[config.mk]
export PLATFORM = sky130hd
export DESIGN_NAME = sha256_msg_padder_flat
export DESIGN_NICKNAME = d
export VERILOG_FILES = /design/src/rtl/sha256_pkg.sv /design/src/rtl/sha256_msg_padder_if.sv /design/src/rtl/sha256_word_fifo.sv /design/src/rtl/sha256_msg_padder.sv /design/src/flat_wrapper.sv
export SDC_FILE = /design/constraint.sdc
export NUM_CORES = 1
export LEC_CHECK = 0
export ABC_CLOCK_PERIOD_IN_PS = 7500
export BUFFER_PORTS_ARGS = -buffer_cell sky130_fd_sc_hd__clkbuf_2
export CAP_MARGIN = 20
export CORE_UTILIZATION = 30
export CTS_CLUSTER_DIAMETER = 80
export CTS_CLUSTER_SIZE = 8
export DETAILED_ROUTE_END_ITERATION = 12
export MAX_ROUTING_LAYER = met4
export PLACE_DENSITY = 0.55
export SLEW_MARGIN = 25
export SYNTH_ARGS = -nofsm -noshare
export SYNTH_HDL_FRONTEND = slang
export SYNTH_SLANG_ARGS = --single-unit
[constraint.sdc]
create_clock -name clk -period 7.5 [get_ports clk]
set_clock_uncertainty 0.15 [all_clocks]
set_input_delay 0.75 -clock clk [delete_from_list [all_inputs] [get_ports clk]]
set_output_delay 0.75 -clock clk [all_outputs]
set_load 0.005 [all_outputs]
[src/rtl/sha256_pkg.sv]
// Shared SHA-256 types, constants and helpers.
// Used by the message padder and the hash core.
package sha256_pkg;

  typedef logic [31:0] word_t;

  localparam int    BLOCK_WORDS = 16;
  localparam word_t PAD_MARKER  = 32'h8000_0000;

  typedef enum logic [1:0] {
    S_IDLE,
    S_FETCH,
    S_PAD,
    S_DRAIN
  } state_e;

  typedef struct packed {
    word_t      data;
    logic [3:0] idx;
    logic       block_last;
    logic       msg_last;
  } fifo_entry_t;

  // ceil((n + 3) / 16): marker word plus two length words
  function automatic logic [31:0] num_blocks(input logic [31:0] n);
    return (n + 32'd18) >> 4;
  endfunction

  function automatic word_t rightrotate(
    input word_t      x,
    input logic [4:0] n
  );
    return (x >> n) | (x << (6'd32 - {1'b0, n}));
  endfunction

endpackage

[src/rtl/sha256_msg_padder_if.sv]
// Padded word stream towards the hash core.
// Master drives the word, slave drives ready.
interface sha256_msg_padder_if;
  import sha256_pkg::*;

  logic       out_valid;
  logic       out_ready;
  word_t      out_data;
  logic [3:0] out_idx;
  logic       out_block_last;
  logic       out_msg_last;

  modport master (
    output out_valid,
    output out_data,
    output out_idx,
    output out_block_last,
    output out_msg_last,
    input  out_ready
  );

  modport slave (
    input  out_valid,
    input  out_data,
    input  out_idx,
    input  out_block_last,
    input  out_msg_last,
    output out_ready
  );

endinterface

[src/rtl/sha256_word_fifo.sv]
// Small synchronous FIFO of padded words with tags.
// Head entry is presented combinationally.
module sha256_word_fifo
  import sha256_pkg::*;
#(
  parameter int DEPTH = 2,
  parameter int CW    = $clog2(DEPTH + 1)
) (
  input  logic          clk_i,
  input  logic          rst_i,
  input  logic          push_i,
  input  fifo_entry_t   entry_i,
  input  logic          pop_i,
  output fifo_entry_t   entry_o,
  output logic [CW-1:0] count_o
);

  localparam int PW = (DEPTH > 1) ? $clog2(DEPTH) : 1;
  localparam logic [PW-1:0] LAST    = PW'(DEPTH - 1);
  localparam logic [CW-1:0] DEPTH_C = CW'(DEPTH);

  fifo_entry_t   mem_q [DEPTH];
  logic [PW-1:0] wr_q;
  logic [PW-1:0] rd_q;
  logic [CW-1:0] count_q;
  logic          do_push;
  logic          do_pop;

  assign do_pop  = pop_i && (count_q != '0);
  assign do_push = push_i && ((count_q < DEPTH_C) || do_pop);

  always_ff @(posedge clk_i) begin
    if (rst_i) begin
      wr_q    <= '0;
      rd_q    <= '0;
      count_q <= '0;
      for (int i = 0; i < DEPTH; i++) begin
        mem_q[i] <= '0;
      end
    end else begin
      if (do_push) begin
        mem_q[wr_q] <= entry_i;
        wr_q        <= (wr_q == LAST) ? '0 : wr_q + 1'b1;
      end
      if (do_pop) begin
        rd_q <= (rd_q == LAST) ? '0 : rd_q + 1'b1;
      end
      count_q <= count_q + CW'(do_push) - CW'(do_pop);
    end
  end

  assign entry_o = mem_q[rd_q];
  assign count_o = count_q;

endmodule

[src/rtl/sha256_msg_padder.sv]
// Reads a message from word memory and streams it
// SHA-256 padded, one 32-bit word per cycle.
module sha256_msg_padder
  import sha256_pkg::*;
#(
  parameter int ADDR_W     = 16,
  parameter int FIFO_DEPTH = 2
) (
  input  logic              clk,
  input  logic              reset,
  input  logic              start,
  input  logic [ADDR_W-1:0] message_addr,
  input  logic [ADDR_W-1:0] msg_words,
  output logic              busy,
  output logic              done,
  output logic              mem_clk,
  output logic              mem_we,
  output logic [ADDR_W-1:0] mem_addr,
  input  word_t             mem_read_data,
  sha256_msg_padder_if.master stream
);

  localparam int CNT_W = $clog2(FIFO_DEPTH + 1);

  state_e            state_q, state_d;
  logic [ADDR_W-1:0] base_q, base_d;
  logic [31:0]       n_q, n_d;
  logic [31:0]       total_q, total_d;
  logic [31:0]       rd_k_q, rd_k_d;
  logic [31:0]       enq_k_q, enq_k_d;
  logic              inflight_q;

  logic              rd_issue;
  logic              gen_push;
  logic              push;
  logic              pop;
  logic              room_rd;
  logic              room_gen;
  logic [CNT_W-1:0]  fifo_cnt;
  logic [31:0]       occ;
  logic [31:0]       lim;
  logic [63:0]       bit_len;
  word_t             gen_word;
  fifo_entry_t       enq_e;
  fifo_entry_t       head_e;

  assign pop      = stream.out_valid && stream.out_ready;
  assign occ      = 32'(fifo_cnt);
  assign lim      = 32'(FIFO_DEPTH) + 32'(pop);
  assign room_rd  = (occ + 32'(inflight_q)) < lim;
  assign room_gen = occ < lim;

  // generated words wait for the last read to land
  assign gen_push = (state_q == S_PAD) && !inflight_q && room_gen;
  assign push     = inflight_q || gen_push;
  assign bit_len  = 64'(n_q) << 5;

  always_comb begin
    gen_word = '0;
    unique case (1'b1)
      (enq_k_q == n_q):             gen_word = PAD_MARKER;
      (enq_k_q == total_q - 32'd2): gen_word = bit_len[63:32];
      (enq_k_q == total_q - 32'd1): gen_word = bit_len[31:0];
      default:                      gen_word = '0;
    endcase
  end

  always_comb begin
    enq_e            = '0;
    enq_e.data       = inflight_q ? mem_read_data : gen_word;
    enq_e.idx        = enq_k_q[3:0];
    enq_e.block_last = &enq_k_q[3:0];
    enq_e.msg_last   = (enq_k_q == total_q - 32'd1);
  end

  always_comb begin
    state_d  = state_q;
    base_d   = base_q;
    n_d      = n_q;
    total_d  = total_q;
    rd_k_d   = rd_k_q;
    enq_k_d  = enq_k_q;
    rd_issue = 1'b0;
    mem_addr = '0;
    if (push) begin
      enq_k_d = enq_k_q + 32'd1;
    end
    unique case (state_q)
      S_IDLE: begin
        if (start && !reset) begin
          base_d  = message_addr;
          n_d     = 32'(msg_words);
          total_d = num_blocks(32'(msg_words)) << 4;
          rd_k_d  = '0;
          enq_k_d = '0;
          if (msg_words == '0) begin
            state_d = S_PAD;
          end else begin
            // word 0 is read right away to reach 2-cycle latency
            rd_issue = 1'b1;
            mem_addr = message_addr;
            rd_k_d   = 32'd1;
            state_d  = (msg_words == ADDR_W'(1)) ? S_PAD : S_FETCH;
          end
        end
      end
      S_FETCH: begin
        mem_addr = base_q + rd_k_q[ADDR_W-1:0];
        if (room_rd) begin
          rd_issue = 1'b1;
          rd_k_d   = rd_k_q + 32'd1;
          if (rd_k_d == n_q) begin
            state_d = S_PAD;
          end
        end
      end
      S_PAD: begin
        mem_addr = base_q + rd_k_q[ADDR_W-1:0];
        if (gen_push && (enq_k_q == total_q - 32'd1)) begin
          state_d = S_DRAIN;
        end
      end
      S_DRAIN: begin
        mem_addr = base_q + rd_k_q[ADDR_W-1:0];
        if (fifo_cnt == '0) begin
          state_d = S_IDLE;
        end
      end
      default: state_d = S_IDLE;
    endcase
  end

  always_ff @(posedge clk) begin
    if (reset) begin
      state_q    <= S_IDLE;
      base_q     <= '0;
      n_q        <= '0;
      total_q    <= '0;
      rd_k_q     <= '0;
      enq_k_q    <= '0;
      inflight_q <= 1'b0;
    end else begin
      state_q    <= state_d;
      base_q     <= base_d;
      n_q        <= n_d;
      total_q    <= total_d;
      rd_k_q     <= rd_k_d;
      enq_k_q    <= enq_k_d;
      inflight_q <= rd_issue;
    end
  end

  sha256_word_fifo #(
    .DEPTH (FIFO_DEPTH),
    .CW    (CNT_W)
  ) u_fifo (
    .clk_i   (clk),
    .rst_i   (reset),
    .push_i  (push),
    .entry_i (enq_e),
    .pop_i   (pop),
    .entry_o (head_e),
    .count_o (fifo_cnt)
  );

  assign stream.out_valid      = (fifo_cnt != '0);
  assign stream.out_data       = head_e.data;
  assign stream.out_idx        = head_e.idx;
  assign stream.out_block_last = head_e.block_last;
  assign stream.out_msg_last   = head_e.msg_last;

  // DRAIN with an empty FIFO is the cycle after the final handshake
  assign done    = (state_q == S_DRAIN) && (fifo_cnt == '0);
  assign busy    = (state_q != S_IDLE) && !done;
  assign mem_clk = clk;
  assign mem_we  = 1'b0;

endmodule

[src/flat_wrapper.sv]
// flat-port wrapper written by rule: the top's interface ports become plain ports
module sha256_msg_padder_flat import sha256_pkg::*;
#(
  parameter int ADDR_W     = 16,
  parameter int FIFO_DEPTH = 2
)
  (clk, reset, start, message_addr, msg_words, busy, done, mem_clk, mem_we, mem_addr, mem_read_data, stream_out_valid, stream_out_data, stream_out_idx, stream_out_block_last, stream_out_msg_last, stream_out_ready);
  sha256_msg_padder_if stream_i ();
  input  logic clk;
  input  logic reset;
  input  logic start;
  input  logic [ADDR_W-1:0] message_addr;
  input  logic [ADDR_W-1:0] msg_words;
  output logic busy;
  output logic done;
  output logic mem_clk;
  output logic mem_we;
  output logic [ADDR_W-1:0] mem_addr;
  input  word_t mem_read_data;
  output wire logic [$bits(stream_i.out_valid)-1:0] stream_out_valid;
  output wire logic [$bits(stream_i.out_data)-1:0] stream_out_data;
  output wire logic [$bits(stream_i.out_idx)-1:0] stream_out_idx;
  output wire logic [$bits(stream_i.out_block_last)-1:0] stream_out_block_last;
  output wire logic [$bits(stream_i.out_msg_last)-1:0] stream_out_msg_last;
  input wire logic [$bits(stream_i.out_ready)-1:0] stream_out_ready;
  assign stream_out_valid = stream_i.out_valid;
  assign stream_out_data = stream_i.out_data;
  assign stream_out_idx = stream_i.out_idx;
  assign stream_out_block_last = stream_i.out_block_last;
  assign stream_out_msg_last = stream_i.out_msg_last;
  assign stream_i.out_ready = stream_out_ready;
  sha256_msg_padder #(.ADDR_W(ADDR_W), .FIFO_DEPTH(FIFO_DEPTH)) u_core (.clk(clk), .reset(reset), .start(start), .message_addr(message_addr), .msg_words(msg_words), .busy(busy), .done(done), .mem_clk(mem_clk), .mem_we(mem_we), .mem_addr(mem_addr), .mem_read_data(mem_read_data), .stream(stream_i));
endmodule
==> results.json <==
{
  "layout-drive-gt1-share_pct": 16.8,
  "cp.required_ps": 6600,
  "max-clock-path-buffers": 2,
  "swShare_pct": 35.0,
  "grt_usage_pct": 17.4,
  "avgViaCountPerCell": 5.20,
  "ys_types": 76,
  "drc": 0,
  "die_h_um": 195,
  "clkSlewWorstSetupHoldPaths_ps": 70,
  "arrival_ps": 4280,
  "grt_max_degree": 75,
  "path_class": "clk2out",
  "grt_pass1_wl_mm": 50.3,
  "p_leak_uw": 0.00469,
  "rsz0062_at_grt": "no",
  "routed_wl_mm": 32.1,
  "first_global_vias": 9100,
  "cts_tree": "yes",
  "power.internal_uw": 1990,
  "worstMarginPinSlew_ps": 994,
  "cts_resized": 0,
  "dieArea_um2": 38100,
  "antenna_found_initial": 1,
  "ir_drop_mv": 0.179,
  "drtIter0Drc": 706,
  "first_pass_iters": 7,
  "synthCells": 1302,
  "area_growth_pct": 13.7,
  "ant_nets": 0,
  "pre_cts_slack_ps": 2760,
  "clock_latency_ps": 450,
  "setup_viol": 0,
  "io_buffers": 125,
  "coreArea_um2": 36700,
  "final-hold-violation-count": 0,
  "overflow": 0,
  "outcome": "completed",
  "initial_core_util_pct": 30.5,
  "routabilityCongestion": 0.887,
  "fin_util_pct": 34.7,
  "dp_hpwl_mm": 22.5,
  "seq_power_share_pct": 43.1,
  "stdcell_area_um2": 12700,
  "num_vias": 9633,
  "drv_cap": 0,
  "avgRoutedWirePerCell_um": 17.3,
  "h-tree-depth": 4,
  "synth_area_um2": 11200,
  "yosysWarnings": 0,
  "setup_tns_ps": 0,
  "die_w_um": 195,
  "crit_path_max_fanout": 16,
  "synth.avg_cell_area_um2": 8.61,
  "worstSetupStartpointType": "clock port",
  "p_comb_share_pct": 27.1,
  "cts_root_buf": "clkbuf_16",
  "cts_buffers": 17,
  "power.density_nw_per_um2": 240,
  "num_rows": 70,
  "ios": 127,
  "holdCritPathClass": "reg2reg",
  "clkPwrFrac_pct": 29.8,
  "cts_setup_buffers": 0,
  "maxSlewHeadroom_pct": 33.8,
  "fin_ws_ps": 2320,
  "synth_edf_count": 76,
  "synth-seq-area-share_pct": 41.3,
  "layout.nets": 1466,
  "placed_area_um2": 12200,
  "ctsHoldBuffers": 0,
  "synthesis.nets": 1397,
  "synth-async-reset-ratio_pct": 0,
  "p_sw_uw": 1070,
  "synth_seq_cells": 193,
  "drv_slew": 0,
  "total_power_uw": 3060,
  "synthFlopType": "dfxtp_1",
  "end_kind": "output pin"
}
-- sequential cells by signal, indices dropped and copies added, names as in the netlist, named ones only --
signal	flops
u_core.u_fifo.count_o	2
u_core.u_fifo.rd_q	1
u_core.u_fifo.wr_q	1
u_core.rd_k_q	32
u_core.u_fifo.mem_q	76
u_core.enq_k_q	32
u_core.total_q	13
u_core.inflight_q	1
u_core.base_q	16
u_core.state_q	2
u_core.n_q	16
-- worst max-delay path, stage by stage --
cell and delay, ps:
clkbuf_16 210, clkbuf_16 200, clkbuf_2 110
-- synth_stat cells, types with 4 or more instances --
library cell | instances | share of area (%)
o21ai_0 | 49 | 2.2
nand4_1 | 29 | 1.6
nor3_1 | 22 | 0.98
o21bai_1 | 4 | 0.27
xnor2_1 | 62 | 4.8
o22ai_1 | 15 | 0.84
buf_1 | 4 | 0.13
a31oi_1 | 22 | 1.2
or4_1 | 11 | 0.74
or2_2 | 5 | 0.28
nor2b_1 | 6 | 0.33
buf_4 | 4 | 0.27
o31ai_1 | 5 | 0.33
o21a_1 | 5 | 0.33
inv_1 | 31 | 1.0
ha_1 | 26 | 2.9
and3_1 | 14 | 0.78
nand2_1 | 150 | 5.0
nor2_1 | 187 | 6.3
or3_1 | 17 | 0.95
a211oi_1 | 9 | 0.60
and2_1 | 21 | 1.2
o211ai_1 | 8 | 0.54
a21o_1 | 7 | 0.47
dfxtp_1 | 117 | 21
nand2b_1 | 9 | 0.50
nor4_1 | 23 | 1.3
mux2_2 | 39 | 3.9
xor2_1 | 51 | 4.0
nand3b_1 | 27 | 1.8
a21oi_1 | 56 | 2.5
a311oi_1 | 5 | 0.39
a22oi_1 | 4 | 0.27
and4_1 | 10 | 0.78
nand3_1 | 40 | 1.8
edfxtp_1 | 76 | 20
clkbuf_1 | 75 | 2.5
-- stage by stage --
stage          instances  hold slack (ps)
2_1_floorplan       1302              276
3_3_place_gp        1820              285
3_5_place_dp        1820              290
4_1_cts             1852              302
5_1_grt             1853              310
6_report            1853              300
-- metal layers --
| layer | vias up | GRT usage [%] | share of wire (%) |
|---|---|---|---|
| met5 | - | - | 0 |
| li1 | 4778 | - | - |
| met2 | 249 | 27.5 | 46 |
| met1 | 4578 | 22.2 | 46 |
| met4 | 0 | 5.34 | 1.3 |
| met3 | 28 | 3.54 | 6.1 |
-- cell type report --
class,count,area (um2)
diodes,1,2.50
well taps,468,586
multi-input cells,991,6130
repair buffers,136,711
clock inverters,14,140
clock buffers,19,434
flip-flops and latches,193,4630
fillers,3857,24000
inverters,31,116
-- final timing paths --
path,from,slack (ps),endpoint,depth (start not counted)
setup / recovery,clk,2320,mem_clk,3
hold / removal,u_core.base_q[8]$_SDFFE_PP0P_,300,u_core.base_q[8]$_SDFFE_PP0P_,2
setup reg to reg,u_core.total_q[4]$_SDFFE_PP0P_,3690,u_core.u_fifo.mem_q[1][23]$_SDFFCE_PN0P_,10
hold reg to reg,u_core.base_q[8]$_SDFFE_PP0P_,300,u_core.base_q[8]$_SDFFE_PP0P_,2
-- cell families (layout without fill, tap and decap cells) --
family,count (synthesis),after routing,synth area share (%)
flip-flops,193,193,41.3
AND/OR/NAND/NOR,587,587,25.7
XOR/XNOR,113,113,8.83
other,1,2,0.0335
multiplexers,42,42,4.19
adder cells (fa/ha/maj),27,27,3.08
buffers and inverters,118,200,4.30
AO/OA/AOI/OAI,221,221,12.6
-- cells in the final DEF (no fill, tap or decap), drive strengths merged, types with 23 or more instances in the layout --
cell and instances:
nor2 187, nand2 150, clkbuf 143, dfxtp 117, edfxtp 76, xnor2 62, a21oi 56, xor2 51
o21ai 50, nand3 40, inv 40, mux2 39, nand4 29, nand3b 27, ha 26, nor3 24
nor4 23
-- power by group through the flow --
stage          Combinational, uW  Clock (uW)  Sequential, uW
2_1_floorplan                601        8.64            1260
3_3_place_gp                 821        5.82            1340
3_5_place_dp                 831        5.82            1350
4_1_cts                      837         943            1320
5_1_grt                      920         980            1340
6_report                     831         913            1320
(Power assumes the default switching activity.)
